`src/rtl/car_sprite_vblank_sched.sv`:
```
// car_sprite_vblank_sched: queues car sprite updates (idx, x, y, ctrl) and
// drains them to the video-slot registers only during vertical blanking.
// Each entry produces three back-to-back writes and then one quiet cycle.
//
// state   | meaning
// IDLE    | bus quiet; start the head entry when in vblank and queue non-empty
// WR_X    | writing the x register of the latched sprite
// WR_Y    | writing the y register of the latched sprite
// WR_CTRL | writing the control nibble, then back to IDLE
module car_sprite_vblank_sched #(
  parameter int NUM_SPRITES = 20,
  parameter int FIFO_DEPTH  = 8,
  parameter int V_ACTIVE    = 480
) (
  input  logic                          clk,
  input  logic                          reset,
  input  logic [10:0]                   y,
  input  logic                          req_valid,
  output logic                          req_ready,
  input  logic [4:0]                    req_idx,
  input  logic [10:0]                   req_x,
  input  logic [10:0]                   req_y,
  input  logic [3:0]                    req_ctrl,
  input  logic                          err_clr,
  output logic                          cs,
  output logic                          write,
  output logic [13:0]                   addr,
  output logic [31:0]                   wr_data,
  output logic [$clog2(FIFO_DEPTH):0]   fifo_count,
  output logic                          busy,
  output logic                          err_idx
);

  localparam int AW = $clog2(FIFO_DEPTH);
  localparam logic [AW:0]   DEPTH_C   = FIFO_DEPTH[AW:0];
  localparam logic [AW:0]   CNT_ONE   = 1;
  localparam logic [AW-1:0] PTR_ONE   = 1;
  localparam logic [10:0]   V_ACT_C   = V_ACTIVE[10:0];
  localparam logic [5:0]    NUM_C     = NUM_SPRITES[5:0];

  typedef struct packed {
    logic [4:0]  idx;
    logic [10:0] x;
    logic [10:0] y;
    logic [3:0]  ctrl;
  } entry_t;

  typedef enum logic [1:0] {IDLE, WR_X, WR_Y, WR_CTRL} state_t;

  state_t        state;
  entry_t        mem [FIFO_DEPTH];
  entry_t        head;
  logic [AW-1:0] wr_ptr, rd_ptr;
  logic [10:0]   cur_y;
  logic [3:0]    cur_ctrl;
  logic [5:0]    off;
  logic [5:0]    head_off;
  logic          idx_ok, accept, push, pop, err_set, vblank;

  assign req_ready = (fifo_count < DEPTH_C);
  assign vblank    = (y >= V_ACT_C);
  assign idx_ok    = ({1'b0, req_idx} < NUM_C);
  assign accept    = req_valid & req_ready;
  assign push      = accept & idx_ok;
  assign err_set   = accept & ~idx_ok;
  assign pop       = (state == IDLE) & vblank & (fifo_count != '0);
  assign busy      = (state != IDLE) | (fifo_count != '0);

  assign head      = mem[rd_ptr];
  // Slot register offsets are 3*idx+1..3; 6-bit arithmetic wraps like the hardware map.
  assign head_off  = {1'b0, head.idx} * 6'd3 + 6'd1;

  // Queue storage; contents need no reset because the pointers define validity.
  always_ff @(posedge clk) begin
    if (push) mem[wr_ptr] <= '{idx: req_idx, x: req_x, y: req_y, ctrl: req_ctrl};
  end

  // Queue pointers and occupancy; simultaneous push and pop leave the count unchanged.
  always_ff @(posedge clk or posedge reset) begin
    if (reset) begin
      wr_ptr     <= '0;
      rd_ptr     <= '0;
      fifo_count <= '0;
    end else begin
      if (push) wr_ptr <= wr_ptr + PTR_ONE;
      if (pop)  rd_ptr <= rd_ptr + PTR_ONE;
      case ({push, pop})
        2'b10:   fifo_count <= fifo_count + CNT_ONE;
        2'b01:   fifo_count <= fifo_count - CNT_ONE;
        default: fifo_count <= fifo_count;
      endcase
    end
  end

  // Sticky out-of-range flag; a new error outranks a clear on the same edge.
  always_ff @(posedge clk or posedge reset) begin
    if (reset)        err_idx <= 1'b0;
    else if (err_set) err_idx <= 1'b1;
    else if (err_clr) err_idx <= 1'b0;
  end

  // Write sequencer with registered bus outputs; once started an entry always completes.
  always_ff @(posedge clk or posedge reset) begin
    if (reset) begin
      state    <= IDLE;
      cs       <= 1'b0;
      write    <= 1'b0;
      addr     <= '0;
      wr_data  <= '0;
      cur_y    <= '0;
      cur_ctrl <= '0;
      off      <= '0;
    end else begin
      case (state)
        IDLE: begin
          if (pop) begin
            state    <= WR_X;
            cur_y    <= head.y;
            cur_ctrl <= head.ctrl;
            off      <= head_off;
            cs       <= 1'b1;
            write    <= 1'b1;
            addr     <= {1'b1, 7'b0, head_off};
            wr_data  <= {21'b0, head.x};
          end
        end
        WR_X: begin
          state   <= WR_Y;
          off     <= off + 6'd1;
          addr    <= {1'b1, 7'b0, off + 6'd1};
          wr_data <= {21'b0, cur_y};
        end
        WR_Y: begin
          state   <= WR_CTRL;
          off     <= off + 6'd1;
          addr    <= {1'b1, 7'b0, off + 6'd1};
          wr_data <= {28'b0, cur_ctrl};
        end
        WR_CTRL: begin
          state   <= IDLE;
          cs      <= 1'b0;
          write   <= 1'b0;
          addr    <= '0;
          wr_data <= '0;
        end
        default: begin
          state   <= IDLE;
          cs      <= 1'b0;
          write   <= 1'b0;
          addr    <= '0;
          wr_data <= '0;
        end
      endcase
    end
  end

endmodule

```
`config.mk`:
```
export PLATFORM = sky130hd
export DESIGN_NAME = car_sprite_vblank_sched
export DESIGN_NICKNAME = d
export VERILOG_FILES = /design/src/rtl/car_sprite_vblank_sched.sv
export SDC_FILE = /design/constraint.sdc
export NUM_CORES = 1
export LEC_CHECK = 0
export ABC_CLOCK_PERIOD_IN_PS = 4500
export BUFFER_PORTS_ARGS = -buffer_cell sky130_fd_sc_hd__buf_2
export CELL_PAD_IN_SITES_DETAIL_PLACEMENT = 0
export CELL_PAD_IN_SITES_GLOBAL_PLACEMENT = 2
export CORE_MARGIN = 10
export CORE_UTILIZATION = 45
export DETAILED_ROUTE_END_ITERATION = 7
export PLACE_DENSITY_LB_ADDON = 0.1
export SETUP_SLACK_MARGIN = 0.1
export SYNTH_ARGS = -nofsm -noshare
export SYNTH_HDL_FRONTEND = slang
export SYNTH_SLANG_ARGS = --single-unit
export TNS_END_PERCENT = 30
```
`constraint.sdc`:
```
create_clock -name clk -period 4.5 [get_ports clk]
set_input_delay 0 -clock clk [delete_from_list [all_inputs] [get_ports clk]]
set_output_delay 0 -clock clk [all_outputs]
set_load 0.05 [all_outputs]
```
==> out/summary.txt, run 1 <==
CP endpoint kind: flip-flop
Final net count: 878
Vias in the first global route: 6737
Arrival time of the worst setup path: 3.43 ns
Worst min-delay path category: input pin to flip-flop
DRC: 0
Launching element type of the critical path: flip-flop
Io pins: 101
Die Ht: 185.6 um
IO Port Bufs: 67
Final HPWL DP: 15490 um
Fin crit share: 67.82%
Met2 global-route usage: 26.80%
Placed cell area: 13010 sq um
Die extent in x: 185.6 um
#FFs+latches synth: 301
CTS-repair resized insts: 0
Setup ws final: 1.448 ns
CTS tree: done
TritonCTS sink count: 301
Post-placement setup slack: 1.399 ns
Run status: complete, no violations
Seq/Total Area, Yosys: 71.08%
Synth top cells by count: 248 x edfxtp_1, 53 x dfrtp_1, 53 x mux4_2
Cell area after layout: 14490 sq um
GR Layer Usage met1: 19.93%
Rows: 60
Crit path max fanout: 29
Unrepaired setup endpoints after global routing: false
GRT Total Usage: 15.53%
Max transition margin: 49.52%
Post-Syn Area per Cell: 17.91 sq um
Diode count: 0
Post-DRT Antenna Nets: 0
Hold Worst Slack: 0.1953 ns
Peak supply drop: 552.3 uV
Inserted Clock Buffers: 34
TritonRoute pass-1 iters: 4
Initial DRC count: 428
Max Clk Rate: 327.7 MHz
Die area: 34450 sq um
Pin slew with the least headroom to its limit: 0.7573 ns
Top-area cell type share of the netlist area: 60.33%
Cells after Synth: 689
YS warnings: 0
Initial antenna violation count: 0
Wire per inst: 22.26 um
Number of enable flip-flop cells after synthesis: 248
Async set-reset flop share out of synthesis: 17.61%
Pwr Total: 9.777 mW
LEAKAGE: 5.319 nW
DR vias/cell: 5.347
Layout Skew: 0.01037 ns
Synth area leader: edfxtp_1
PwrDens: 674.6 nW/um^2
Cell variety after synth: 46
Clk_lat worst skew: 0.50 ns
Netlist Area Pre-Place: 12340 sq um
Minimum clock period: 3.052 ns
Max Root-Sink Buffers: 3
# setup viols final: 0
Fin. Hold Viols: 0
Layout area overhead: 17.41%
Post-Layout Cell Count: 1180
DR vias: 6310
Dpl cells: 1083
Main synth FF type: edfxtp_1
Crit Path Class: flip-flop to flip-flop
GRT overflow: 0
Post-route setup TNS: 0 ns
Reg clk slew, reported paths: 0.06 ns
Layout cells sized above 1: 25.51%
GR met3 Demand/Resource: 3.003%
GPL Wtd Cong: 0.7712
H-tree depth: 2
Top post-synthesis cells by area: edfxtp_1 60%, dfrtp_1 11%, mux4_2 9.7%
Final number of max-transition violations: 0
CTS Root Cell: clkbuf_16
First-pass GRT wire length: 40470 um
Pin count of the biggest net entering global routing: 54
Critical Path RT: 4.88 ns
Most frequent cell after synthesis: edfxtp_1
Starting Density: 45.80%
Busiest layer in global routing: met2
Finished Core Util: 53.77%
WL final: 26270 um
Max-Cap Viols: 0
Core Area: 26950 sq um
registers in the layout, summed over array words and instances, names as in the netlist:
name,flops
write,1
err_idx,1
state,2
wr_data,11
mem,248
addr,7
cur_y,11
wr_ptr,3
rd_ptr,3
cur_ctrl,4
off,6
fifo_count,4
kinds of logic (layout without fill, tap and decap cells):
| kind of cell | after synthesis | in the layout | synth area share (%) |
|---|---|---|---|
| AO/OA/AOI/OAI | 79 | 79 | 4.106 |
| buffers and inverters | 79 | 202 | 3.811 |
| multiplexers | 98 | 98 | 14.35 |
| flip-flops | 301 | 301 | 71.08 |
| other | 1 | 28 | 0.03038 |
| AND/OR/NAND/NOR | 98 | 98 | 3.578 |
| XOR/XNOR | 14 | 14 | 0.9934 |
| adder cells (fa/ha/maj) | 19 | 19 | 2.048 |
worst max-delay path, stage by stage, from the launching register on:
cell and delay, ns:
dfrtp_2 0.85, mux4_2 0.40, mux2i_1 0.30, inv_1 0.11, ha_1 0.32, o21ai_0 0.09, nand2b_1 0.07, a21oi_1 0.18
xor2_1 0.23, o22ai_1 0.11, mux2_2 0.27
worst paths after layout:
kind / startpoint / end / slack [ns] / cells after the start
hold reg to reg: cur_y[9]$_DFFE_PP0P_ / cur_y[9]$_DFFE_PP0P_ / 0.48 / 2
setup / recovery: rd_ptr[1]$_DFFE_PP0P_ / addr[4]$_DFFE_PP0P_ / 1.45 / 10
setup reg to reg: rd_ptr[1]$_DFFE_PP0P_ / addr[4]$_DFFE_PP0P_ / 1.45 / 10
hold / removal: y[10] / off[5]$_DFFE_PP0P_ / 0.20 / 7
max in group asynchronous: reset / rd_ptr[0]$_DFFE_PP0P_ / 3.67 / 4
min in group asynchronous: reset / addr[3]$_DFFE_PP0P_ / 0.26 / 4
cell type report:
class	instances	area, sq um
multi-input combinational	336	3256
timing repair buffer	121	828.3
inverter	19	71.32
sequential	301	8780
clock inverter	15	147.6
fill	2135	12460
clock buffer	47	983.4
tap	341	426.7
metal layers:
metal,share of wire [%],up-vias
li1,-,2885
met1,43,3243
met2,51,154
met4,1.2,0
met3,5.4,28
met5,0,-
cell usage in the layout (no fill, tap or decap), types with 3 or more instances in the layout:
cell,synthesis,final
dlygate4sd3_1,0,35
a21o_1,7,7
clkinv_2,0,7
a21oi_1,18,18
o22ai_1,4,4
nor2_4,0,6
mux2i_1,27,27
edfxtp_1,248,248
mux4_1,7,7
a221oi_1,9,9
nand2b_1,5,5
xor2_1,3,3
nand2_1,39,39
mux2_2,11,11
ha_1,17,17
nand3_1,4,4
nor2_1,29,23
conb_1,1,28
and3_1,6,6
buf_4,35,19
nor3_1,5,3
xnor2_1,11,11
a211oi_1,4,4
inv_1,19,18
clkinv_1,0,4
clkbuf_16,0,37
buf_2,9,67
clkbuf_1,11,8
dfrtp_1,53,50
bufinv_16,0,3
o21ai_0,26,26
mux4_2,53,53
timing repair:
action	4_1_cts	5_1_grt
hold buffers	35	0
hold endpoints to repair	303	0
setup buffers	0	0
power breakdown:
part | internal, mW | leakage (nW) | switching [mW]
Clock | 1.70 | 0.556 | 1.03
Combinational | 1.37 | 1.88 | 1.94
Sequential | 3.40 | 2.88 | 0.334
Total | 6.47 | 5.32 | 3.30
(Power assumes the default switching activity.)
==> inputs of run 2 (changes only) <==
Settings changed: ABC_CLOCK_PERIOD_IN_PS 4500 to 3040.
Clock period 4.5 ns to 3.04 ns, I/O delays scaled along.
==> out/summary.txt, run 2 (synthesis results as in run 1) <==
WL final: 26010 um
Initial DRC count: 391
Diode count: 0
Worst min-delay path category: input pin to asynchronous set/reset pin
Initial antenna violation count: 0
Post-DRT Antenna Nets: 0
Die Ht: 185.6 um
Largest Register: mem
Layout fillers: 2170
Core Area: 26950 sq um
DRC: 0
Starting Density: 45.80%
CP startpoint: rd_ptr[0]$_DFFE_PP0P_
First-pass GRT wire length: 40380 um
Arrival time of the worst setup path: 3.16 ns
Io pins: 101
Reg clk slew, reported paths: 0.06 ns
TritonRoute pass-1 iters: 5
Post-placement setup slack: 0.2631 ns
GPL Wtd Cong: 0.7832
CTS Root Cell: clkbuf_16
Crit path max fanout: 7
Finished Core Util: 53.88%
Final HPWL DP: 15090 um
Layout cells sized above 1: 25.09%
CTS-repair resized insts: 0
Clk_lat worst skew: 0.49 ns
Fin crit share: 91.85%
Critical Path RT: 3.41 ns
Crit path to: addr[4]$_DFFE_PP0P_
Placed cell area: 13140 sq um
Pin slew with the least headroom to its limit: 0.8084 ns
Cell area after layout: 14520 sq um
Die area: 34450 sq um
Setup ws final: 0.2478 ns
Die extent in x: 185.6 um
Minimum clock period: 2.792 ns
Rows: 60
Peak supply drop: 507.5 uV
TritonCTS sink count: 301
Inserted Clock Buffers: 34
PwrDens: 979.8 nW/um^2
Run status: complete, no violations
DR vias: 6349
Layout area overhead: 17.64%
Final number of max-transition violations: 0
Wire per inst: 22.08 um
Pin count of the biggest net entering global routing: 54
# setup viols final: 0
Largest registers: mem (248), cur_y (11), wr_data (11)
IO Port Bufs: 67
Register-to-Register Path Depth: 9
Reg-to-Reg Start: rd_ptr[0]$_DFFE_PP0P_
Fin. Hold Viols: 0
H-tree depth: 2
Unrepaired setup endpoints after global routing: false
DR vias/cell: 5.390
Max Clk Rate: 358.1 MHz
LEAKAGE: 5.297 nW
Max-Cap Viols: 0
CP endpoint kind: flip-flop
Vias in the first global route: 6876
Max reg flops: 248
GRT overflow: 0
Launching element type of the critical path: flip-flop
Commonest non-fill, non-tap cells in the layout: 248 x edfxtp_1, 67 x buf_2, 53 x mux4_2
CTS tree: done
Layout Skew: 0.008520 ns
Max Root-Sink Buffers: 3
Final net count: 879
R2R Setup Slk: 0.25 ns
Max transition margin: 46.11%
GRT Total Usage: 15.48%
Crit Path Class: flip-flop to flip-flop
Worst r2r dst: addr[4]$_DFFE_PP0P_
Commonest non-fill, non-tap cell in the layout: edfxtp_1
[run 2: worst max-delay path, stage by stage, from the launching register on]
cell and delay, ns:
dfrtp_4 0.49, mux4_1 0.55, mux2_2 0.34, ha_1 0.35, o21ai_0 0.09, nand2b_1 0.07
a21oi_1 0.17, xor2_1 0.23, o22ai_1 0.10, mux2_2 0.27
[run 2: stage by stage]
step	hold slack, ns	cells	setup TNS [ns]	power [mW]
4_1_cts	0.2105	1178	0	14.42
3_5_place_dp	0.1825	1084	0	10.63
6_report	0.1929	1178	0	14.23
2_1_floorplan	0.09219	716	-33.60	9.351
3_3_place_gp	0.1787	1084	0	10.56
5_1_grt	0.2543	1178	0	15.08
[run 2: routing by layer]
metal | up-vias | global-route usage [%] | routed length (um)
met5 | - | 0 | 0
met4 | 0 | 4.192 | 466
met3 | 33 | 2.905 | 1348
met2 | 151 | 26.40 | 12820
met1 | 3268 | 19.86 | 11380
li1 | 2897 | - | -
[run 2: layout make-up]
type                            count  area, sq um  area share (%)
Clock buffer                       52        989.7           6.816
Clock inverter                      7        36.28          0.2499
Inverter                           19        71.32          0.4912
Multi-Input combinational cell    336         3268           22.51
Sequential cell                   301         8780           60.47
Tap cell                          341        426.7           2.938
Timing Repair Buffer              122        948.4           6.532
[run 2: report_power, final]
| part | switching (mW) | total (mW) | internal, mW |
|---|---|---|---|
| Combinational | 2.97 | 5.08 | 2.11 |
| Clock | 1.48 | 3.71 | 2.24 |
| Sequential | 0.399 | 5.44 | 5.04 |
| Total | 4.85 | 14.2 | 9.38 |
[run 2: worst min path at each step]
stage | start | end
2_1_floorplan | err_clr | err_idx$_DFFE_PP0P_
3_3_place_gp | reset | err_idx$_DFFE_PP0P_
3_5_place_dp | reset | fifo_count[0]$_DFFE_PP0P_
4_1_cts | reset | fifo_count[0]$_DFFE_PP0P_
5_1_grt | reset | fifo_count[1]$_DFFE_PP0P_
6_report | reset | fifo_count[1]$_DFFE_PP0P_
[run 2: timing repair]
item | in CTS | in global routing
hold endpoints to repair | 283 | 0
setup buffers | 0 | 0
hold buffers | 35 | 0
